File: config.mk
export PLATFORM = sky130hd
export DESIGN_NAME = ycbcr2rgb
export DESIGN_NICKNAME = d
export VERILOG_FILES = /design/src/rtl/ycbcr_pkg.sv /design/src/rtl/ycbcr2rgb_clamp.sv /design/src/rtl/ycbcr2rgb.sv
export SDC_FILE = /design/constraint.sdc
export NUM_CORES = 1
export LEC_CHECK = 0
export ABC_AREA = 1
export ABC_CLOCK_PERIOD_IN_PS = 3600
export BUFFER_PORTS_ARGS = -buffer_cell sky130_fd_sc_hd__buf_4
export CORE_MARGIN = 4
export CORE_UTILIZATION = 50
export CTS_BUF_LIST = sky130_fd_sc_hd__clkbuf_4 sky130_fd_sc_hd__clkbuf_8
export DETAILED_ROUTE_END_ITERATION = 10
export PLACE_DENSITY_LB_ADDON = 0.12
export SKIP_LAST_GASP = 1
export SLEW_MARGIN = 20
export SYNTH_ARGS = -nofsm -noshare
export SYNTH_HDL_FRONTEND = slang
export SYNTH_SLANG_ARGS = --single-unit
File: constraint.sdc
create_clock -name clk -period 3.6 [get_ports clk]
set_input_delay 0.36 -clock clk [delete_from_list [all_inputs] [get_ports clk]]
set_output_delay 0.36 -clock clk [all_outputs]
set_load 0.1 [all_outputs]
File: src/rtl/ycbcr_pkg.sv
// Shared constants and types for the BT.601 studio-range YCbCr -> RGB converter.
// Coefficients are 8.8 fixed point (value * 256).
package ycbcr_pkg;

  localparam int SUM_W = 20;

  localparam int Y_OFS = 16;
  localparam int K_Y   = 298;
  localparam int K_RCR = 409;
  localparam int K_GCB = 100;
  localparam int K_GCR = 208;
  localparam int K_BCB = 516;

  typedef struct packed {
    logic [7:0] r;
    logic [7:0] g;
    logic [7:0] b;
  } rgb_t;

  typedef struct packed {
    logic        [7:0] y;
    logic signed [7:0] cb;
    logic signed [7:0] cr;
  } ycbcr_t;

  // Sign-extend the 9-bit offset luma to the product width
  function automatic logic signed [SUM_W-1:0] sext9(input logic signed [8:0] v);
    return {{(SUM_W-9){v[8]}}, v};
  endfunction

  // Sign-extend an 8-bit chroma sample to the product width
  function automatic logic signed [SUM_W-1:0] sext8(input logic signed [7:0] v);
    return {{(SUM_W-8){v[7]}}, v};
  endfunction

endpackage

File: src/rtl/ycbcr2rgb_clamp.sv
// Combinational round-and-clamp of one 8.8 colour sum to an 8-bit channel.
// sat_o flags that the rounded value fell outside 0..255.
module ycbcr2rgb_clamp
  import ycbcr_pkg::*;
(
  input  logic signed [SUM_W-1:0] sum_i,
  output logic        [7:0]       val_o,
  output logic                    sat_o
);

  localparam logic signed [SUM_W-1:0] RND_BIAS = SUM_W'(128);

  // Round to nearest (half up) and drop the 8 fraction bits, keeping the sign
  function automatic logic signed [SUM_W-1:0] round8(input logic signed [SUM_W-1:0] s);
    logic signed [SUM_W-1:0] t;
    t = s + RND_BIAS;
    return t >>> 8;
  endfunction

  logic signed [SUM_W-1:0] rnd;

  // Negative results go to 0, anything with bits above bit 7 goes to 255
  always_comb begin
    rnd   = round8(sum_i);
    val_o = rnd[7:0];
    sat_o = 1'b0;
    if (rnd[SUM_W-1]) begin
      val_o = 8'd0;
      sat_o = 1'b1;
    end else if (|rnd[SUM_W-2:8]) begin
      val_o = 8'd255;
      sat_o = 1'b1;
    end
  end

endmodule

File: src/rtl/ycbcr2rgb.sv
// BT.601 studio-range YCbCr -> 8-bit RGB, 3-stage pipeline with valid/ready.
//   p0: offset luma and the five coefficient products
//   p1: per-channel sums
//   p2: rounded/clamped RGB (the output register)
// Whole pipeline advances together on adv = !out_valid || out_ready.
// Optional feature: define YCBCR2RGB_SAT_CNT_EN to get the sat_cnt port,
// a saturating count of output transfers in which any channel was clamped.
module ycbcr2rgb
  import ycbcr_pkg::*;
(
  input  logic       clk,
  input  logic       rst_n,
  input  logic       in_valid,
  output logic       in_ready,
  input  logic [7:0] Y,
  input  logic [7:0] Cb,
  input  logic [7:0] Cr,
  output logic       out_valid,
  input  logic       out_ready,
  output logic [7:0] R,
  output logic [7:0] G,
  output logic [7:0] B
`ifdef YCBCR2RGB_SAT_CNT_EN
  ,
  output logic [15:0] sat_cnt
`endif
);

  localparam logic signed [SUM_W-1:0] KY_S   = SUM_W'(K_Y);
  localparam logic signed [SUM_W-1:0] KRCR_S = SUM_W'(K_RCR);
  localparam logic signed [SUM_W-1:0] KGCB_S = SUM_W'(K_GCB);
  localparam logic signed [SUM_W-1:0] KGCR_S = SUM_W'(K_GCR);
  localparam logic signed [SUM_W-1:0] KBCB_S = SUM_W'(K_BCB);
  localparam logic signed [8:0]       YOFS_S = 9'(Y_OFS);

  logic adv;

  ycbcr_t            pix;
  logic signed [8:0] yo;

  logic signed [SUM_W-1:0] y_p0_d, rcr_p0_d, gcb_p0_d, gcr_p0_d, bcb_p0_d;
  logic signed [SUM_W-1:0] y_p0_q, rcr_p0_q, gcb_p0_q, gcr_p0_q, bcb_p0_q;
  logic                    vld_p0_q;

  logic signed [SUM_W-1:0] r_p1_d, g_p1_d, b_p1_d;
  logic signed [SUM_W-1:0] r_p1_q, g_p1_q, b_p1_q;
  logic                    vld_p1_q;

  rgb_t rgb_p2_d, rgb_p2_q;
  logic vld_p2_q;
  logic sat_r, sat_g, sat_b;

  // A full output register that is not being drained freezes the whole pipe
  assign adv      = !vld_p2_q || out_ready;
  assign in_ready = adv;

  // ---- stage p0: remove black level, form coefficient products ----
  assign pix = {Y, Cb, Cr};
  assign yo  = $signed({1'b0, pix.y}) - YOFS_S;

  assign y_p0_d   = KY_S   * sext9(yo);
  assign rcr_p0_d = KRCR_S * sext8(pix.cr);
  assign gcb_p0_d = KGCB_S * sext8(pix.cb);
  assign gcr_p0_d = KGCR_S * sext8(pix.cr);
  assign bcb_p0_d = KBCB_S * sext8(pix.cb);

  // Product registers, loaded on every advance
  always_ff @(posedge clk) begin
    if (adv) begin
      y_p0_q   <= y_p0_d;
      rcr_p0_q <= rcr_p0_d;
      gcb_p0_q <= gcb_p0_d;
      gcr_p0_q <= gcr_p0_d;
      bcb_p0_q <= bcb_p0_d;
    end
  end

  // ---- stage p1: channel sums ----
  assign r_p1_d = y_p0_q + rcr_p0_q;
  assign g_p1_d = y_p0_q - gcb_p0_q - gcr_p0_q;
  assign b_p1_d = y_p0_q + bcb_p0_q;

  // Sum registers, loaded on every advance
  always_ff @(posedge clk) begin
    if (adv) begin
      r_p1_q <= r_p1_d;
      g_p1_q <= g_p1_d;
      b_p1_q <= b_p1_d;
    end
  end

  // ---- stage p2: round and clamp each channel ----
  ycbcr2rgb_clamp u_clamp_r (.sum_i(r_p1_q), .val_o(rgb_p2_d.r), .sat_o(sat_r));
  ycbcr2rgb_clamp u_clamp_g (.sum_i(g_p1_q), .val_o(rgb_p2_d.g), .sat_o(sat_g));
  ycbcr2rgb_clamp u_clamp_b (.sum_i(b_p1_q), .val_o(rgb_p2_d.b), .sat_o(sat_b));

  // Valid bits travel with their data; reset discards everything in flight
  always_ff @(posedge clk or negedge rst_n) begin
    if (!rst_n) begin
      vld_p0_q <= 1'b0;
      vld_p1_q <= 1'b0;
      vld_p2_q <= 1'b0;
    end else if (adv) begin
      vld_p0_q <= in_valid;
      vld_p1_q <= vld_p0_q;
      vld_p2_q <= vld_p1_q;
    end
  end

  // Output colour register, cleared so R/G/B read 0 during and after reset
  always_ff @(posedge clk or negedge rst_n) begin
    if (!rst_n) begin
      rgb_p2_q <= '0;
    end else if (adv) begin
      rgb_p2_q <= rgb_p2_d;
    end
  end

  assign out_valid = vld_p2_q;
  assign R         = rgb_p2_q.r;
  assign G         = rgb_p2_q.g;
  assign B         = rgb_p2_q.b;

`ifdef YCBCR2RGB_SAT_CNT_EN
  logic        sat_p2_q;
  logic [15:0] sat_cnt_q;

  // Clamp flag rides alongside the output pixel
  always_ff @(posedge clk or negedge rst_n) begin
    if (!rst_n) begin
      sat_p2_q <= 1'b0;
    end else if (adv) begin
      sat_p2_q <= sat_r | sat_g | sat_b;
    end
  end

  // Count clamped pixels as they leave; sticks at all-ones instead of wrapping
  always_ff @(posedge clk or negedge rst_n) begin
    if (!rst_n) begin
      sat_cnt_q <= 16'd0;
    end else if (vld_p2_q && out_ready && sat_p2_q && (sat_cnt_q != 16'hFFFF)) begin
      sat_cnt_q <= sat_cnt_q + 16'd1;
    end
  end

  assign sat_cnt = sat_cnt_q;
`else
  logic unused_sat;
  assign unused_sat = sat_r | sat_g | sat_b;
`endif

endmodule

==> metrics.txt <==
status completed; EDFF count, synth 114; clock skew 0.0121 ns; clock latency on the worst-skew pair 0.44 ns; clk root buf clkbuf_8; terminus of the critical flop-to-flop path g_p1_q[16]; HPWL after detailed placement 23000 microns; RSZ-0062 raised after global routing no; WL per Instance 13.7 microns; routed vias 9950; Synth Area in Simple Gates 0.212; first-pass GRT wire length around 46000 microns; vias in the first global route ~9600; Resized Gates After CTS 0; Post-Syn Instances 1526; fmax ~300 MHz; proportion of synthesized area in mux cells 0; Syn Nets 1825; Lkg Pwr 7.65 nW; library cells used by synthesis 34; Pins Over Slew Limit 0; Post-Syn Area 13100 sq um; hold slack about 0.13 ns; minimum clock period 3.40 ns; clk buf depth 2; compound-gate portion of the synthesized area 0.0566; GRT overflow 0; R2R Setup Slk 1.03 ns; initial DRC count 415; diodes inserted 0; row count 58; Pre-antenna DRT Iters 4; DR vias/cell 5.02; detailed-route wire length ~27000 microns; post-synthesis xor/xnor area fraction 0.0562; arrival time at the worst endpoint 3.58 ns; worst slew pin tran 0.657 ns; Die ar. between 20000 and 30000 sq um; number of synthesized register bits 141; Initial Utilization 0.514; syn avg cell area 8.58 sq um; FF-to-FF Start gcb_p0_q[18]; register area ~4100 sq um; dominant combinational cell family by area after synthesis adder cells; Power Dens Cells 961 nW/um^2; Reg clk slew, reported paths 0.07 ns; fill count 2347; multi-input logic area 8160 sq um; Post-synth ARST share 0.191; cell total after placement 1949; VDD IR-drop max 703 uV; fraction of layout cells with a size suffix above 1 0.108; final setup fails 0; CTS tree built; R2R cell count 9; worst hold path type in2reg; Slew headroom 0.558; Hold Path End vld_p0_q; Synth Warn # 0; Tcrit/Tclk final 0.943; Max-Cap Viols 0; H-Tree Depth 4; global placement routability congestion ~0.96; die extent in x 170 microns; endpoint class of the critical path register; port bufs between 50 and 60; TritonCTS Sinks 141; total CTS buffers 17; Seq/Total Area, Yosys 0.313; Final Non-Filler Cells between 1500 and 2000; drc violations 0; critical path fanouts, max 4; Final #Nets 1938; ys flop type edfxtp_1; CP Data Required Time 3.79 ns; HP Start in_valid; Synth-to-Final Area Change 13.3%; Tot GR Track Use 0.198; initial antenna violation count 0; antenna viol nets, final 0; I/O pin count 54; adder-cell share of the synthesized area 0.290; crit start category input pin; Setup CP Type in2reg; Min-Delay Path Depth 3; Die Y 170 microns; Final Hold Viols 0; largest net degree at the start of global routing 119; core area 25500 sq um
[placed cells by master (no fill, tap or decap), drive strengths merged, types with 2 or more instances in the layout]
| master | instances |
|---|---|
| nand2 | 389 |
| inv | 252 |
| ha | 217 |
| edfxtp | 114 |
| nand3 | 112 |
| nor2 | 109 |
| buf | 96 |
| a21oi | 74 |
| fa | 54 |
| xor2 | 50 |
| xnor2 | 34 |
| dfrtp | 27 |
| o21ai | 22 |
| clkbuf | 22 |
| nand4 | 18 |
| a21o | 10 |
| nor3 | 8 |
| o21bai | 7 |
| a21boi | 6 |
| bufinv | 5 |
| nor4 | 4 |
| a31oi | 4 |
| nand3b | 4 |
| o21a | 3 |
| clkinv | 3 |
| o31ai | 2 |
| a211oi | 2 |
[routing by layer]
layer / share of wire / wire, microns / global-route usage / up-vias
li1: - / - / - / 5214
met1: 0.48 / 13100 / 0.273 / 4543
met2: 0.46 / 12600 / 0.327 / 156
met3: 0.031 / 843 / 0.0225 / 37
met4: 0.025 / 685 / 0.0672 / 0
met5: 0 / 0 / 0 / -
[through the flow]
step	TNS (ns)	setup WS (ns)	cell area, sq um	util	total power [mW]
after floorplan	0	0.00229	13200	-	10.4
after global placement	-3.05	-0.239	14400	0.564	12.6
after detailed placement	-3.63	-0.274	14400	0.564	12.7
after CTS	0	0.228	14800	0.583	14.3
after global routing	0	0.0165	14800	0.583	15.6
final	0	0.204	14800	0.583	14.3
[worst max-delay path, cell delays in order]
cell and delay [ns]:
buf_4 0.11, inv_2 0.07, ha_2 0.28, inv_2 0.08, ha_4 0.20, ha_1 0.28
inv_1 0.07, fa_1 0.43, fa_2 0.53, inv_1 0.04, ha_1 0.31, ha_1 0.31
nand3_1 0.10, nand2_2 0.08, a21boi_0 0.23, xnor2_1 0.11
[area by class of cell]
type	instances	share of cell area
inverters	251	0.0637
clock buffers	22	0.0200
clock inverters	10	0.0122
multi-input cells	1131	0.550
well taps	330	0.0278
repair buffers	97	0.0501
flip-flops and latches	141	0.276
[where the power goes]
| group | internal, mW | total, mW | switching, mW |
|---|---|---|---|
| combinational | 3.21 | 9.23 | 6.01 |
| clock | 0.907 | 1.51 | 0.604 |
| sequential | 2.95 | 3.52 | 0.567 |
| total | 7.07 | 14.3 | 7.19 |
[kinds of logic (layout without fill, tap and decap cells)]
logic type / count (synthesis) / in the layout
AOI/OAI and AO/OA: 131 / 131
xor gates and xnor gates: 84 / 84
DFF: 141 / 141
adders and majority gates: 271 / 271
buffers and inverters: 254 / 380
and+or+nand+nor: 645 / 645
[synthesized netlist by cell type, types with 7 or more instances]
| cell | count | area, sq um |
|---|---|---|
| o21ai_0 | 22 | 110 |
| ha_1 | 217 | 2720 |
| xor2_1 | 50 | 438 |
| edfxtp_1 | 114 | 3420 |
| a21o_1 | 10 | 75.1 |
| fa_1 | 54 | 1080 |
| nor2_1 | 94 | 353 |
| nor3_1 | 8 | 40.0 |
| inv_1 | 248 | 931 |
| a21oi_1 | 73 | 365 |
| nand3_1 | 110 | 551 |
| o21bai_1 | 7 | 52.6 |
| xnor2_1 | 34 | 298 |
| dfrtp_1 | 27 | 676 |
| nand2_1 | 383 | 1440 |
| nor2_4 | 10 | 113 |
| nand4_1 | 18 | 113 |
[sequential cells by signal, indices dropped and copies added, names as in the netlist, 11 cells and up]
signal,flops
r_p1_q,13
y_p0_q,18
rcr_p0_q,18
bcb_p0_q,17
b_p1_q,13
g_p1_q,13
gcb_p0_q,11
gcr_p0_q,11
[repair_timing]
action | 4_1_cts | 5_1_grt
hold endpoints to repair | 27 | 0
buffers inserted | 0 | 0
hold buffers | 1 | 0
[worst max path at each step]
stage | start | end | slack [ns] | cells past startpoint
detailed placement | Cr[5] | rcr_p0_q[14] | -0.27 | 13
global route | Y[5] | y_p0_q[17] | 0.02 | 18
global placement | Cr[5] | rcr_p0_q[14] | -0.24 | 13
finish | Y[4] | y_p0_q[12] | 0.20 | 16
floorplan | Y[4] | y_p0_q[15] | 0.002 | 16
CTS | Cr[5] | rcr_p0_q[14] | 0.23 | 13
No activity file was read; power rests on OpenSTA's default activity.
